<file path="config.mk">
export PLATFORM = sky130hd
export DESIGN_NAME = spi_slave_rx
export DESIGN_NICKNAME = d
export VERILOG_FILES = /design/src/rtl/spi_slave_rx.sv
export SDC_FILE = /design/constraint.sdc
export NUM_CORES = 1
export LEC_CHECK = 0
export ABC_AREA = 1
export CAP_MARGIN = 20
export CORE_UTILIZATION = 52
export CTS_CLUSTER_DIAMETER = 100
export DETAILED_ROUTE_END_ITERATION = 7
export PLACE_DENSITY = 0.79
export SLEW_MARGIN = 20
export SYNTH_ARGS = -nofsm -noshare
export SYNTH_HDL_FRONTEND = slang
export SYNTH_SLANG_ARGS = --single-unit
</file>
<file path="constraint.sdc">
create_clock -name clk -period 1.4 [get_ports clk]
set_input_delay 0.28 -clock clk [delete_from_list [all_inputs] [get_ports clk]]
set_output_delay 0.28 -clock clk [all_outputs]
set_load 0.1 [all_outputs]
</file>
<file path="src/rtl/spi_slave_rx.sv">
// spi_slave_rx: SPI mode-0 slave byte receiver.
// Oversamples sclk/mosi/cs_n in the clk domain, assembles MSB-first bytes and
// presents each completed byte on command_byte with a one-cycle byte_ready.
// Optional feature macro: SPI_ECHO_EN -- when defined, miso shifts out the
// previously completed byte during each byte slot; when undefined, miso is 0.
module spi_slave_rx #(
  parameter int SYNC_STAGES = 2
) (
  input  logic       clk,
  input  logic       rst_n,
  input  logic       sclk,
  input  logic       mosi,
  input  logic       cs_n,
  output logic       miso,
  output logic [7:0] command_byte,
  output logic       byte_ready,
  output logic       busy
);

  typedef enum logic {
    IDLE   = 1'b0,
    ACTIVE = 1'b1
  } state_t;

  // Synchronizer chains; the last stage is the synchronized value.
  logic [SYNC_STAGES-1:0] sclk_sync_q;
  logic [SYNC_STAGES-1:0] mosi_sync_q;
  logic [SYNC_STAGES-1:0] cs_sync_q;
  // Marks chain stages that hold a real pin sample rather than a reset value.
  logic [SYNC_STAGES-1:0] fill_q;
  logic                   sclk_hist_q;
  logic                   cs_hist_q;

  logic sclk_s;
  logic mosi_s;
  logic cs_s;
  logic sclk_rise;
  logic cs_fall;

  state_t      state_q;
  logic        busy_q;
  logic        arm_q;
  logic [2:0]  cnt_q;
  logic [2:0]  cnt_d;
  logic [7:0]  rx_shift_q;
  logic [7:0]  rx_shift_d;
  logic [7:0]  cmd_q;
  logic        br_q;

`ifdef SPI_ECHO_EN
  logic        sclk_fall;
  logic [7:0]  tx_shift_q;
  logic [7:0]  echo_q;
  logic        miso_q;
`endif

  // Synchronize the SPI pins and keep one history flop for edge detection.
  always_ff @(posedge clk or negedge rst_n) begin
    if (!rst_n) begin
      sclk_sync_q <= '0;
      mosi_sync_q <= '0;
      cs_sync_q   <= '1;
      fill_q      <= '0;
      sclk_hist_q <= 1'b0;
      cs_hist_q   <= 1'b1;
    end else begin
      sclk_sync_q <= {sclk_sync_q[SYNC_STAGES-2:0], sclk};
      mosi_sync_q <= {mosi_sync_q[SYNC_STAGES-2:0], mosi};
      cs_sync_q   <= {cs_sync_q[SYNC_STAGES-2:0], cs_n};
      fill_q      <= {fill_q[SYNC_STAGES-2:0], 1'b1};
      sclk_hist_q <= sclk_sync_q[SYNC_STAGES-1];
      cs_hist_q   <= cs_sync_q[SYNC_STAGES-1];
    end
  end

  assign sclk_s    = sclk_sync_q[SYNC_STAGES-1];
  assign mosi_s    = mosi_sync_q[SYNC_STAGES-1];
  assign cs_s      = cs_sync_q[SYNC_STAGES-1];
  assign sclk_rise = sclk_s & ~sclk_hist_q;
  assign cs_fall   = cs_hist_q & ~cs_s;
`ifdef SPI_ECHO_EN
  assign sclk_fall = ~sclk_s & sclk_hist_q;
`endif

  // Next shift-register contents and bit count on an sclk rising edge.
  always_comb begin
    rx_shift_d = {rx_shift_q[6:0], mosi_s};
    cnt_d      = cnt_q + 3'd1;
  end

  // Frame FSM: receive path, byte hand-off and optional echo transmit path.
  // arm_q only sets once a genuinely sampled cs_n high has been seen, so a
  // cs_n held low across reset release cannot start a frame.
  always_ff @(posedge clk or negedge rst_n) begin
    if (!rst_n) begin
      state_q    <= IDLE;
      busy_q     <= 1'b0;
      arm_q      <= 1'b0;
      cnt_q      <= 3'd0;
      rx_shift_q <= 8'h00;
      cmd_q      <= 8'h00;
      br_q       <= 1'b0;
`ifdef SPI_ECHO_EN
      tx_shift_q <= 8'h00;
      echo_q     <= 8'h00;
      miso_q     <= 1'b0;
`endif
    end else begin
      br_q <= 1'b0;
      if (fill_q[SYNC_STAGES-1] && cs_s) begin
        arm_q <= 1'b1;
      end
      case (state_q)
        IDLE: begin
          if (arm_q && cs_fall) begin
            state_q    <= ACTIVE;
            busy_q     <= 1'b1;
            cnt_q      <= 3'd0;
            rx_shift_q <= 8'h00;
`ifdef SPI_ECHO_EN
            tx_shift_q <= echo_q;
            miso_q     <= echo_q[7];
`endif
          end
        end
        ACTIVE: begin
          // A high synced cs_n ends the frame and overrides any same-cycle
          // sclk edge; a partial byte is dropped.
          if (cs_s) begin
            state_q    <= IDLE;
            busy_q     <= 1'b0;
            cnt_q      <= 3'd0;
            rx_shift_q <= 8'h00;
`ifdef SPI_ECHO_EN
            miso_q     <= 1'b0;
`endif
          end else begin
            if (sclk_rise) begin
              rx_shift_q <= rx_shift_d;
              cnt_q      <= cnt_d;
              if (cnt_q == 3'd7) begin
                cmd_q  <= rx_shift_d;
                br_q   <= 1'b1;
`ifdef SPI_ECHO_EN
                echo_q <= rx_shift_d;
`endif
              end
            end
`ifdef SPI_ECHO_EN
            else if (sclk_fall) begin
              if (cnt_q != 3'd0) begin
                tx_shift_q <= {tx_shift_q[6:0], 1'b0};
                miso_q     <= tx_shift_q[6];
              end else begin
                tx_shift_q <= echo_q;
                miso_q     <= echo_q[7];
              end
            end
`endif
          end
        end
        default: begin
          state_q <= IDLE;
          busy_q  <= 1'b0;
        end
      endcase
    end
  end

  assign command_byte = cmd_q;
  assign byte_ready   = br_q;
  assign busy         = busy_q;
`ifdef SPI_ECHO_EN
  assign miso         = miso_q;
`else
  assign miso         = 1'b0;
`endif

endmodule

</file>
# Word level (Yosys, flattened, before mapping)
# Cells that the tools add are included.
dict set report totals {
  register_bits 32
  inputBits 5
  out_inout_bits 11
  wordCells 46
}
dict set report op_classes {
  addsub 1
  n_eq_ne 4
  n_mux 18
  bitwise_logic 5
  n_reduce_logical 5
}
# cell n
set ops {}
lappend ops {{$mux 7} 3}
lappend ops {{$pmux 7 s2} 1}
lappend ops {{$mux 3} 3}
lappend ops {{$mux 1} 8}
lappend ops {{$pmux 3 s2} 1}
lappend ops {{$ne 2x2->1 const B} 2}
lappend ops {{$pmux 1 s2} 2}
lappend ops {{$reduce_and 2->1} 2}
lappend ops {{$reduce_and 4->1} 1}
lappend ops {{$add 3x1->3 const B} 1}
lappend ops {{$eq 3x3->1 const B} 1}
lappend ops {{$ne 3x3->1 const B} 1}
lappend ops {{$not 1->1} 3}
lappend ops {{$and 1x1->1} 2}
lappend ops {{$logic_and 1x1->1} 2}

# Longest topological paths before layout
# Gate-level depths: netlist of run 1.
dict set report logic_depth {
  word_depth 5
  ltp_mapped 8
  ltp_nobuf 8
}

# Least setup slack after synthesis of run 1
# No wires, ideal clock.
dict set report synth_timing {
  kind {register to register}
  from {reg cnt_q[0]}
  to {reg cmd_q[1] (netlist: command_byte[1])}
  setup_ps 120
  t_arrival_ps 1105
  t_required_ps 1280
  setup_slack_ps 175
  path_stages_with_launch 9
  n_path_buf 0
  period_less_slack_ps 1225
  cell_sequence {dfrtp_1 -> ha_1 -> ha_1 -> inv_1 -> nor2_1 -> nand2_4 -> clkinv_4 -> nand2_1 -> nand2_1}
}
dict set report synth_via {
  elab_chain_cells 2
}
# item line_no
set synth_rtl {}
lappend synth_rtl {{start: declaration} 43} ;# logic [2:0] cnt_q;
lappend synth_rtl {{start signal: assignment} 140} ;# cnt_q <= cnt_d;
lappend synth_rtl {{$eq 3x3->1} 141} ;# if (cnt_q == 3'd7) begin
lappend synth_rtl {{$reduce_and 4->1 (no line)} --}
lappend synth_rtl {{end signal: assignment} 142} ;# cmd_q <= rx_shift_d;
lappend synth_rtl {{end: declaration} 47} ;# logic [7:0] cmd_q;
# No other way between the ends.
# A chain may end at the register's enable or synchronous reset.

# Final worst setup path of run 1
dict set report layout_timing {
  from {reg cnt_q[0]}
  to {reg br_q (netlist: byte_ready)}
}
dict set report layout_via {
  elab_chain_cells 5
}
# item line_no
set layout_rtl {}
lappend layout_rtl {{$eq 3x3->1} 141}
lappend layout_rtl {{$mux 1} 141}
lappend layout_rtl {{$mux 1} 138} ;# if (sclk_rise) begin
lappend layout_rtl {{$mux 1} 129} ;# if (cs_s) begin
lappend layout_rtl {{$mux 1} 113} ;# case (state_q)
lappend layout_rtl {{end signal: assignment} 102} ;# br_q <= 1'b0;
lappend layout_rtl {{end signal: assignment} 109} ;# br_q <= 1'b0;
lappend layout_rtl {{end signal: assignment} 143} ;# br_q <= 1'b1;
lappend layout_rtl {{end: declaration} 48} ;# logic br_q;
# No other way between the ends.

==> results of run 1 <==
## registers in the layout (all words and copies together), names as in the netlist
signal / cells
command_byte: 8
rx_shift_q: 7
cnt_q: 3
cs_sync_q: 2
fill_q: 2
mosi_sync_q: 2
sclk_sync_q: 2
arm_q: 1
busy: 1
byte_ready: 1
cs_hist_q: 1
sclk_hist_q: 1
state_q: 1
## stage by stage
step / hold WS [ps] / util / TNS [ps] / cell area [µm²]
after floorplan: -15.6 / - / 0 / 1210
after global placement: 332 / 0.676 / 0 / 1480
after detailed placement: 336 / 0.676 / 0 / 1480
after CTS: 315 / 0.704 / 0 / 1540
after global routing: 325 / 0.713 / -6.89 / 1560
final: 313 / 0.713 / 0 / 1560
## routing by layer
| layer | part of all wire | routed length (µm) | track usage | vias to the layer above |
|---|---|---|---|---|
| met5 | 0 | 0 | 0 | - |
| met4 | 0.0062 | 14 | 0.114 | 0 |
| met3 | 0.055 | 125 | 0.0576 | 2 |
| met2 | 0.55 | 1250 | 0.347 | 29 |
| met1 | 0.39 | 875 | 0.286 | 423 |
| li1 | - | - | - | 404 |
## synthesized netlist by cell type (2+ instances only)
master | count | area, µm²
nand2_1 | 50 | 188
dfrtp_1 | 29 | 726
nand4_1 | 11 | 68.8
inv_1 | 5 | 18.8
dfstp_2 | 3 | 78.8
conb_1 | 2 | 7.51
ha_1 | 2 | 25.0
nand2_2 | 2 | 12.5
nor2_1 | 2 | 7.51
## cell type report
class                           count  area share
Clock buffer                        6      0.0328
Clock inverter                      2     0.00641
Inverter                            7      0.0200
Multi-Input combinational cell     74       0.229
Sequential cell                    32       0.515
Tap cell                           28      0.0224
Timing Repair Buffer               16       0.171
Timing Repair inverter              1     0.00320
## cell families (layout without fill, tap and decap cells)
group | Yosys count | after routing | synth area share
AO/OA/AOI/OAI | 1 | 1 | 0.00621
adder cells (fa/ha/maj) | 2 | 2 | 0.0207
flip-flops | 32 | 32 | 0.666
AND/OR/NAND/NOR | 68 | 69 | 0.256
other | 2 | 2 | 0.00621
buffers and inverters | 10 | 32 | 0.0455
## path summary, 6_finish.rpt
check	startpoint	endpoint	slack, ps	cells past startpoint
setup reg to reg	cnt_q[0]	byte_ready	30	7
setup / recovery	cnt_q[0]	byte_ready	30	7
max in group asynchronous	rst_n	cs_sync_q[1]	840	2
hold reg to reg	fill_q[0]	fill_q[1]	350	0
hold / removal	rst_n	command_byte[0]	310	2
min in group clk	fill_q[0]	fill_q[1]	350	0
## power breakdown
group	switching [mW]	internal (mW)
Sequential	0.0321	0.958
Clock	0.292	0.239
Combinational	0.128	0.0580
Total	0.452	1.26
## repair_timing
action	4_1_cts	5_1_grt
gates resized for setup	0	1
endpoints found under the setup margin	0	7
buffers inserted	0	1
==> flow_summary.json, run 1 <==
{
  "grt_start_max_net_pins": 33,
  "vdd_drop_max_uv": 794,
  "skew_ps": 10.1,
  "grt_antenna_before_repair": 0,
  "first_global_vias": 856,
  "period_needed_ps": 1370,
  "path_class": "reg2reg",
  "cpMostUsedCell": "ha_1",
  "core_area_um2": 2190,
  "clk_pin_slew_ps": 100,
  "synthCells": 115,
  "drtIter0Drc": 6,
  "gp_congestion": 0.799,
  "synth_edf_count": 0,
  "area_growth_pct": 29.3,
  "final_common_cell": "nand2_1",
  "io_buffer_count": 14,
  "vias": 858,
  "fmax_mhz": 730,
  "synth_warnings": 0,
  "ys_ff_latch": 32,
  "ios": 16,
  "synth_seq_area_share": 0.666,
  "cts_root_buf": "clkbuf_4",
  "maxCapViolations": 0,
  "path_delay_family": "flip-flops",
  "fp-row-count": 17,
  "wl_per_cell_um": 13.6,
  "setup_slack_ps": 29.5,
  "cp_cell_sequence": "ha_1 -> ha_1 -> inv_1 -> nor2_2 -> nand2_4 -> clkinv_2 -> buf_4",
  "fp.dieH_um": 50.2,
  "dieArea_um2": 2520,
  "fillerInstances": 152,
  "outcome": "finished, final reports clean",
  "crit_path_max_incr_delay_ps": 410,
  "viasPerCell": 5.17,
  "powerDensity_nw_per_um2": 1090,
  "remaining_drc_errors": 0,
  "power.total_mw": 1.71,
  "track_usage": 0.222,
  "placedCellCount": 155,
  "start_kind": "flip-flop",
  "worstPathRequired_ps": 1630,
  "grt-ovfl-total": 0,
  "finalWirelength_um": 2260,
  "final_cell_mix": "nand2_1, dfrtp_1, nand4_1, buf_12",
  "slew_viol_final": 0,
  "cts_buffer_depth": 2,
  "dpl.hpwl_um": 1610,
  "diodes": 0,
  "async_flop_share": 1.00,
  "h-tree-depth": 2,
  "synth_area_um2": 1210,
  "die_x_um": 50.2,
  "hp-class": "in2async",
  "cts.hold.buffers_added": 0,
  "critPathSlowestCell": "dfrtp_1",
  "clock_sinks": 32,
  "instances_no_fill": 166,
  "clkLatencyLatePin_ps": 320,
  "finalHoldViolCount": 0,
  "syn_avg_cell_area_um2": 10.5,
  "cts_tree": "done",
  "p_leak_nw": 0.829,
  "pre_cts_ws_ps": 56.8,
  "cp_max_fo": 6,
  "critical_path_buf_inv_count": 3,
  "synth_flop_cell": "dfrtp_1",
  "nets": 144,
  "grt_first_pass_wirelength_um": 3940,
  "start_util": 0.552,
  "drive_gt1_frac": 0.239,
  "synth_nets": 122,
  "synth_cell_type_count": 18,
  "arrival_ps": 1600,
  "ant_nets": 0,
  "finalCritPeriodShare": 0.979,
  "drtPass1Iterations": 4,
  "cts_buffers": 5,
  "setup_viol": 0,
  "endpoint_kind": "flip-flop",
  "seqCellArea_um2": 805,
  "multiInputGateArea_um2": 358
}
(Power assumes the default switching activity.)
==> run 2, diff against run 1 <==
--- a/config.mk
+++ b/config.mk
@@ -5,12 +5,11 @@
 export SDC_FILE = /design/constraint.sdc
 export NUM_CORES = 1
 export LEC_CHECK = 0
-export ABC_AREA = 1
 export CAP_MARGIN = 20
-export CORE_UTILIZATION = 52
+export CORE_UTILIZATION = 51
 export CTS_CLUSTER_DIAMETER = 100
 export DETAILED_ROUTE_END_ITERATION = 7
-export PLACE_DENSITY = 0.79
+export PLACE_DENSITY = 0.78
 export SLEW_MARGIN = 20
 export SYNTH_ARGS = -nofsm -noshare
 export SYNTH_HDL_FRONTEND = slang
==> flow_summary.json, run 2 <==
{
  "synth_nets": 76,
  "rrSetupSlack_ps": 30,
  "slew_viol_final": 0,
  "grt-ovfl-total": 0,
  "io_buffer_count": 14,
  "h-tree-depth": 2,
  "remaining_drc_errors": 0,
  "powerDensity_nw_per_um2": 1080,
  "grt_first_pass_wirelength_um": 3260,
  "yosysMostFrequentCell": "dfrtp_1",
  "cts_buffers": 5,
  "synthCells": 69,
  "start_kind": "flip-flop",
  "clkLatencyLatePin_ps": 330,
  "pre_cts_ws_ps": 4.80,
  "worstPathRequired_ps": 1610,
  "cts_root_buf": "clkbuf_4",
  "setup_slack_ps": 28.2,
  "outcome": "finished, final reports clean",
  "clk_pin_slew_ps": 90,
  "period_needed_ps": 1370,
  "drive_gt1_frac": 0.400,
  "path_class": "reg2reg",
  "cp_max_fo": 10,
  "synth_warnings": 0,
  "synth_cell_type_count": 20,
  "final_common_cell": "dfrtp_1",
  "vdd_drop_max_uv": 724,
  "setup_viol": 0,
  "cts_buffer_depth": 2,
  "finalCritPeriodShare": 0.980,
  "ios": 16,
  "skew_ps": 9.66,
  "vias": 629,
  "track_usage": 0.189,
  "first_global_vias": 665,
  "syn_avg_cell_area_um2": 16.7,
  "nets": 101,
  "synth_edf_count": 0,
  "die_x_um": 49.6,
  "dieArea_um2": 2460,
  "grt_start_max_net_pins": 33,
  "p_leak_nw": 0.768,
  "async_flop_share": 1.00,
  "ys_ff_latch": 32,
  "synthTopCellsByCount": "dfrtp_1, a22o_1, mux2_4",
  "finalWirelength_um": 1920,
  "viasPerCell": 5.16,
  "synth.largest_area_cell": "dfrtp_1",
  "final_cell_mix": "dfrtp_1, buf_12, a22o_1",
  "wl_per_cell_um": 15.7,
  "hp-class": "in2async",
  "drtPass1Iterations": 3,
  "synth_flop_cell": "dfrtp_1",
  "yosys.area.top_type_share": 0.628,
  "ant_nets": 0,
  "finalHoldViolCount": 0,
  "fp.dieH_um": 49.6,
  "synth_seq_area_share": 0.697,
  "synth_area_um2": 1150,
  "fin_util": 0.751,
  "maxCapViolations": 0,
  "synthTopCellsByArea": "dfrtp_1, mux2_4, dfstp_2",
  "endpoint_kind": "flip-flop",
  "fmax_mhz": 729,
  "dpl.hpwl_um": 1210,
  "diodes": 0,
  "arrival_ps": 1590,
  "fp-row-count": 16,
  "drtIter0Drc": 6,
  "cts_tree": "done",
  "grt_antenna_before_repair": 0,
  "gp_congestion": 0.653,
  "area_growth_pct": 32.8,
  "largest_register_ffs": 8,
  "start_util": 0.566,
  "cts.hold.buffers_added": 0,
  "core_area_um2": 2040,
  "clock_sinks": 32
}
## run 2: cell types whose count changed in the layout (fill, tap and decap cells not counted), sizes merged, moves of 4 or more
cell | previous run | this run
nand2 | 54 | 2
nand4 | 11 | 0
a22o | 0 | 9
mux2 | 0 | 9
clkinv | 4 | 0
inv | 6 | 2
## run 2: cells by family (layout without fill, tap and decap cells)
kind of cell               count (synthesis)  after routing  share of synthesized area
adders and majority gates                  2              2                     0.0217
buffers and inverters                      4             29                     0.0173
and+or+nand+nor                            7              8                     0.0488
other                                      2              2                    0.00650
DFF                                       32             32                      0.697
muxes                                      9              9                      0.114
AOI/OAI and AO/OA                         13             13                     0.0953
## run 2: layer usage
layer | track usage | vias to the layer above | share of wire
met3 | 0.0679 | 7 | 0.041
met1 | 0.247 | 312 | 0.44
li1 | - | 294 | -
met4 | 0.100 | 0 | 0.026
met5 | 0 | - | 0
met2 | 0.275 | 16 | 0.49
## run 2: worst paths after layout
path	endpoint	from	depth (start not counted)
max	cnt_q[0]	cs_hist_q	4
min	command_byte[3]	rst_n	2
max reg2reg	cnt_q[0]	cs_hist_q	4
min reg2reg	mosi_sync_q[1]	mosi_sync_q[0]	0
max in group asynchronous	cs_sync_q[1]	rst_n	2
min in group clk	mosi_sync_q[1]	mosi_sync_q[0]	0
## run 2: critical path, cell delays in order (launching register included)
cell,delay [ps]
dfstp_2,550
and3b_1,190
o22ai_2,80
buf_4,170
mux2_2,260
## run 2: final cells by class
type	count	area [µm²]
clock buffers	8	58.8
flip-flops and latches	32	805
well taps	27	33.8
inverters	2	7.51
repair buffers	19	290
fillers	132	508
multi-input cells	34	339
## run 2: report_power, final
| group | switching [mW] | leakage [nW] | internal [mW] | total (mW) |
|---|---|---|---|---|
| clock | 0.290 | 0.0326 | 0.248 | 0.538 |
| sequential | 0.0192 | 0.410 | 0.952 | 0.971 |
| combinational | 0.0858 | 0.326 | 0.0553 | 0.141 |
| total | 0.395 | 0.768 | 1.25 | 1.65 |
## run 2: what timing repair did
action,4_1_cts,5_1_grt
gates resized for setup,0,1
setup endpoints to repair,0,9
buffers inserted,0,2
## run 2: through the flow
step	setup TNS (ps)	cells	power [mW]	cell area, µm²	hold slack, ps
after floorplan	0	69	1.06	1150	-15.6
after global placement	0	111	1.12	1450	333
after detailed placement	0	111	1.13	1450	340
after CTS	0	119	1.66	1510	311
after global routing	-8.15	122	1.72	1530	314
final	0	122	1.65	1530	309
==> run 3, diff against run 2 <==
==> constraint.sdc (replaced) <==
create_clock -name clk -period 1.33 [get_ports clk]
set_input_delay 0.266 -clock clk [delete_from_list [all_inputs] [get_ports clk]]
set_output_delay 0.266 -clock clk [all_outputs]
set_load 0.1 [all_outputs]
==> flow_summary.json, run 3 (synthesis gave the netlist of run 2 again) <==
{
  "use_met1": 0.245,
  "nets": 104,
  "finalCritPeriodShare": 1.01,
  "fp-row-count": 16,
  "clkPwrFrac": 0.318,
  "period_needed_ps": 1340,
  "endpoint_kind": "flip-flop",
  "track_usage": 0.216,
  "met2_usage": 0.351,
  "path_class": "reg2reg",
  "clk_pin_slew_ps": 90,
  "wl_per_cell_um": 17.9,
  "switching_power_mw": 0.415,
  "grtUsageMet3": 0.0679,
  "die_x_um": 49.6,
  "clock_sinks": 32,
  "remaining_drc_errors": 0,
  "viasPerCell": 5.38,
  "grt_antenna_before_repair": 0,
  "h-tree-depth": 2,
  "skew_ps": 3.45,
  "area_growth_pct": 38.5,
  "violations": "negative setup slack",
  "final_common_cell": "dfrtp_1",
  "drtIter0Drc": 6,
  "vdd_drop_max_uv": 804,
  "finalWirelength_um": 2240,
  "final_cell_mix": "dfrtp_1, buf_12, a22o_1",
  "grt.busiest_layer": "met2",
  "placedCellCount": 113,
  "worstPathRequired_ps": 1540,
  "dpl.hpwl_um": 1410,
  "largest_register_ffs": 8,
  "setup_slack_ps": -10.3,
  "drtPass1Iterations": 4,
  "grt_start_max_net_pins": 33,
  "slew_viol_final": 0,
  "hp-class": "in2async",
  "power.share.sequential": 0.586,
  "dieArea_um2": 2460,
  "gp_congestion": 0.669,
  "design_area_um2": 1600,
  "clkLatencyLatePin_ps": 320,
  "powerDensity_nw_per_um2": 1090,
  "ios": 16,
  "setup_viol": 6,
  "cts_tree": "done",
  "fin_util": 0.783,
  "pre_cts_ws_ps": -93.7,
  "start_kind": "flip-flop",
  "cts_root_buf": "clkbuf_4",
  "switching_share": 0.238,
  "fillerInstances": 113,
  "fmax_mhz": 746,
  "io_buffer_count": 14,
  "diodes": 0,
  "p_int_mw": 1.33,
  "cts.hold.buffers_added": 0,
  "p_leak_nw": 0.779,
  "fp.dieH_um": 49.6,
  "cp_max_fo": 5,
  "arrival_ps": 1550,
  "maxCapViolations": 0,
  "start_util": 0.566,
  "fin_hold_ws_ps": 304,
  "pwr-share-comb": 0.096,
  "vias": 672,
  "finalHoldViolCount": 0,
  "core_area_um2": 2040,
  "first_global_vias": 708,
  "grt_first_pass_wirelength_um": 3660,
  "drive_gt1_frac": 0.429,
  "outcome": "complete, but fails checks",
  "instances_no_fill": 125,
  "cts_buffers": 5,
  "ant_nets": 0,
  "rsz0062_at_grt": "yes",
  "postPlaceCellArea_um2": 1470,
  "grt-ovfl-total": 0,
  "cts_buffer_depth": 2
}
==> run 3: final timing paths <==
check | to | startpoint | slack, ps | depth (start not counted)
max | command_byte[5] | sclk_hist_q | -10 | 3
min | fill_q[0] | rst_n | 300 | 2
max reg2reg | command_byte[5] | sclk_hist_q | -10 | 3
min reg2reg | fill_q[1] | fill_q[0] | 350 | 0
max in group asynchronous | cs_sync_q[0] | rst_n | 800 | 2
min in group clk | cs_sync_q[0] | cs_n | 340 | 1
==> run 3: layer usage <==
layer,wire length (µm),vias to the layer above
li1,-,305
met1,827,341
met4,59,0
met2,1250,19
met5,0,-
met3,100,7
==> run 3: per-stage QoR <==
stage	setup TNS (ps)	power, mW
after floorplan	0	1.11
after global placement	-278	1.18
after detailed placement	-957	1.19
after CTS	0	1.76
after global routing	-107	1.81
final	-26.1	1.74
==> run 3: what timing repair did <==
item,4_1_cts,5_1_grt
endpoints found under the setup margin,18,17
pin swaps,1,1
setup buffers,1,1
cloned,1,1
hold endpoints to repair,0,0
gates resized for setup,6,1
==> run 3: layout make-up <==
class	instances	area [µm²]	share of cell area
Clock buffer	8	58.8	0.0368
Inverter	2	7.51	0.00469
Multi-Input combinational cell	35	385	0.241
Sequential cell	32	805	0.503
Tap cell	27	33.8	0.0211
Timing Repair Buffer	21	309	0.193
==> run 3: worst max-delay path, cell delays in order (launching register included) <==
cell	delay [ps]
dfrtp_1	400
and4bb_4	420
nand2_8	90
mux2_4	310
==> run 3: power groups by stage <==
stage	clock network (mW)	logic [mW]	registers [mW]
floorplan	0	0.0459	1.07
global placement	0	0.148	1.04
detailed placement	0	0.152	1.04
CTS	0.576	0.161	1.02
global route	0.611	0.179	1.02
finish	0.555	0.167	1.02
==> RTL edit 1, RTL diff (config.mk and constraints of run 1) <==
The option `SPI_ECHO_EN` is turned on by a define.
--- a/src/rtl/spi_slave_rx.sv
+++ b/src/rtl/spi_slave_rx.sv
@@ -5,2 +5,4 @@
 // previously completed byte during each byte slot; when undefined, miso is 0.
+`define SPI_ECHO_EN
+
 module spi_slave_rx #(
Formal check against the unedited RTL: no difference found for any inputs over 10 cycles, from zero or initial values and one cycle with rst_n low; that may be too few to reach the edited logic, so the function may still have changed.
==> RTL edit 1 against run 1 <==
Sequential share of layout area down 5.6 points. Worst setup slack better by 0.041 ns. Cell area up 40%. Clock skew down 0.0032 ns. Global-route usage down 0.82 points. Synthesized area up 36%. Wire length up 48%. Worst hold slack worse by 0.014 ns. Power up 34%. Sequential cell count up 8. Synthesized cell count up 55%. Count of clock-buffer cells in the layout down 1. Final cell count up 56%.
==> RTL edit 1: results (changes against run 1) <==
Layout non-clock buf frac 0.175 (+0.00399); status complete, no violations; layout filler cell count 208 (+37%); Final clock-cell share 0.0388 (-0.000396); fin nets 222 (+54%); Synth Net Count 186 (+52%); multi-input gates 124 (+68%); most common library cells after synthesis 86 x nand2_1, 37 x dfrtp_1, 9 x inv_1, 9 x nand3_1, 9 x o21ai_1; Inverters excl. clock 13 (+5); fin util 0.724 (+0.0102); drt wl/cell 12.9 microns (-5.2%); GRT Overall Usage 0.214 (-0.00824); Inst Count DP 239 (+54%); IO Port Bufs 15 (+1); fin crit share 0.950 (-0.0292); Detailed Place HPWL 2160 microns (+34%); Compound-Gate Fraction of Synth Area 0.0509 (+0.0447); clock slew at reported path FFs 0.12 ns (+0.02 ns); Top delay family on crit path simple AND/OR/NAND/NOR gates; register area share after synthesis 0.610 (-0.0559); Leakage 1.16 nW (+40%); clk_skew 0.00685 ns (-0.00321 ns); Worst R2R Start state_q; placed inst area 1990 sq um (+34%); Mapped Avg Cell Area 9.26 sq um (-12%)
RTL edit 1: power groups by stage:
stage,Sequential [mW],Clock (mW),Combinational (mW)
final,1.21,0.784,0.286
after CTS,1.21,0.804,0.250
after global routing,1.22,0.838,0.308
after global placement,1.23,0,0.242
after detailed placement,1.23,0,0.247
after floorplan,1.28,0,0.0990
RTL edit 1: layer usage:
| layer | up-vias | global-route usage | part of all wire |
|---|---|---|---|
| met4 | 0 | 0.129 | 0.030 |
| met3 | 10 | 0.0527 | 0.037 |
| met5 | - | 0 | 0 |
| li1 | 629 | - | - |
| met2 | 22 | 0.346 | 0.52 |
| met1 | 633 | 0.261 | 0.41 |
RTL edit 1: what timing repair did:
action	CTS	global route
setup buffers	0	10
setup endpoints to repair	0	25
gates resized for setup	0	8
hold buffers	1	0
hold endpoints to repair	18	0
==> RTL edit 2, RTL diff (settings of run 1) <==
Without the edit above. Make the reset (`rst_n`) synchronous in 2 clocked blocks.
--- a/src/rtl/spi_slave_rx.sv
+++ b/src/rtl/spi_slave_rx.sv
@@ -57,3 +57,3 @@
   // Synchronize the SPI pins and keep one history flop for edge detection.
-  always_ff @(posedge clk or negedge rst_n) begin
+  always_ff @(posedge clk) begin
     if (!rst_n) begin
@@ -93,3 +93,3 @@
   // cs_n held low across reset release cannot start a frame.
-  always_ff @(posedge clk or negedge rst_n) begin
+  always_ff @(posedge clk) begin
     if (!rst_n) begin
Behaviour: differs if rst_n is asserted again (counterexample within 10 cycles, from zero or initial values and one cycle with rst_n low); with rst_n held inactive, the same outputs for 10 cycles.
==> RTL edit 2 against run 1 <==
Count of clock-buffer cells in the layout is 2 higher. Sequential share of layout area is 8.2 points lower. Worst setup slack better by 0.12 ns. Critical endpoint is now command_byte[3]. Cell area is 5.4% lower. Largest cell class unchanged. Sequential cell count stayed put. Synthesized area is 5.2% lower. Wire length is 6.8% lower. First-iteration DRC count is 33% lower.
Power is not compared: it rests on default switching activity, and its combinational part moved more than twofold at a synthesized area within 25%.
==> RTL edit 2: results (changes against run 1) <==
worst hold-check path type reg -> reg; Pre-antenna DRT Iters 6 (+2); layout filler cell count 157 (+3.3%); crit path capture command_byte[3]; CP max FO 17 (+11); Final clock-cell share 0.0398 (+0.000532); via total after detailed routing 932 (+8.6%); Synth Flop Type dfxtp_1; routing usage on met1 0.232 (-0.0536); Detailed Place HPWL 1590 microns (-1.2%); num sequential 32 (unchanged); main area contributors after synthesis dfxtp_1 56%, nand2_1 9.2%, nand4_1 8.7%; clk_skew 0.00852 ns (-0.00155 ns); Synth Net Count 142 (+16%); Netlist cell types 17 (-1); first-pass GRT wire length 3730 microns (-5.4%); fin nets 158 (+9.7%); met3 Use GR 0.0561 (-0.00150); Inverters excl. clock 11 (+3); Met3 Wirelength 59 microns (-53%); multi-input gate share of total cell area 0.280 (+0.0511); RePlAce Congestion 0.805 (+0.74%); Inst Count DP 171 (+10%); full die area 2400 sq um (-5.0%); vias in the first global route 872 (+1.9%); layout cells sized above 1 0.184 (-0.0549); most common library cells after synthesis 32 x dfxtp_1, 28 x nand2_1, 16 x nand4_1; GRT Overall Usage 0.212 (-0.0106); nonclk buf count 19 (+3); crit path time final 1.25 ns (-0.123 ns); register area share after synthesis 0.559 (-0.107); Worst R2R Start state_q; global-route met2 utilization 0.361 (+0.0144); met2 wire length 1120 microns (-10%); DRT Wirelength 2110 microns (-6.8%); worst endpoint data arrival time 1.47 ns (-0.13 ns); placed inst area 1420 sq um (-4.2%); ys async rst share 0 (-1.00); largest net degree at the start of global routing 19 (-42%); register share of the cell area 0.433 (-0.0816); Layout non-clock buf frac 0.196 (+0.0249); Design Area, Final 1480 sq um (-5.4%); worst hold margin 0.422 ns (+0.109 ns); multi-input gates 82 (+11%); Mapped Avg Cell Area 8.49 sq um (-19%); drt wl/cell 11.8 microns (-14%); dpl ws 0.0273 ns (-0.0295 ns); status complete, no violations; Worst R2R Path Depth 6 (-1); Synth Warn # 0 (unchanged); Flop pwr share 0.607; Starting DRT DRC Count 4 (-2)
[RTL edit 2: cell count changes after synthesis, moves of 4 or more]
cell / before / now
clkbuf_1: 0 / 4
nand4_1: 11 / 16
dfrtp_1: 29 / 0
dfxtp_1: 0 / 32
nand2_1: 50 / 28
nor2_1: 2 / 7
a21oi_1: 0 / 12
inv_1: 5 / 10
nand3_1: 0 / 10
[RTL edit 2: worst max-delay path: stages, from the launching register on]
cell	delay [ns]
dfxtp_1	0.39
nand3_1	0.12
nor2_2	0.23
buf_12	0.18
nand2_4	0.08
nand3_1	0.09
nand2_1	0.05
[RTL edit 2: cells by family after synthesis]
logic type / Yosys count / share of synthesized area
simple gates: 66 / 0.277
flops: 32 / 0.559
buf+inv: 21 / 0.0819
compound gates: 13 / 0.0568
fa+ha+maj: 2 / 0.0218
other cells: 1 / 0.00327
[RTL edit 2: what timing repair did]
item                       CTS  global route
hold endpoints to repair     0             0
gates resized for setup      0             1
setup endpoints to repair    0             4
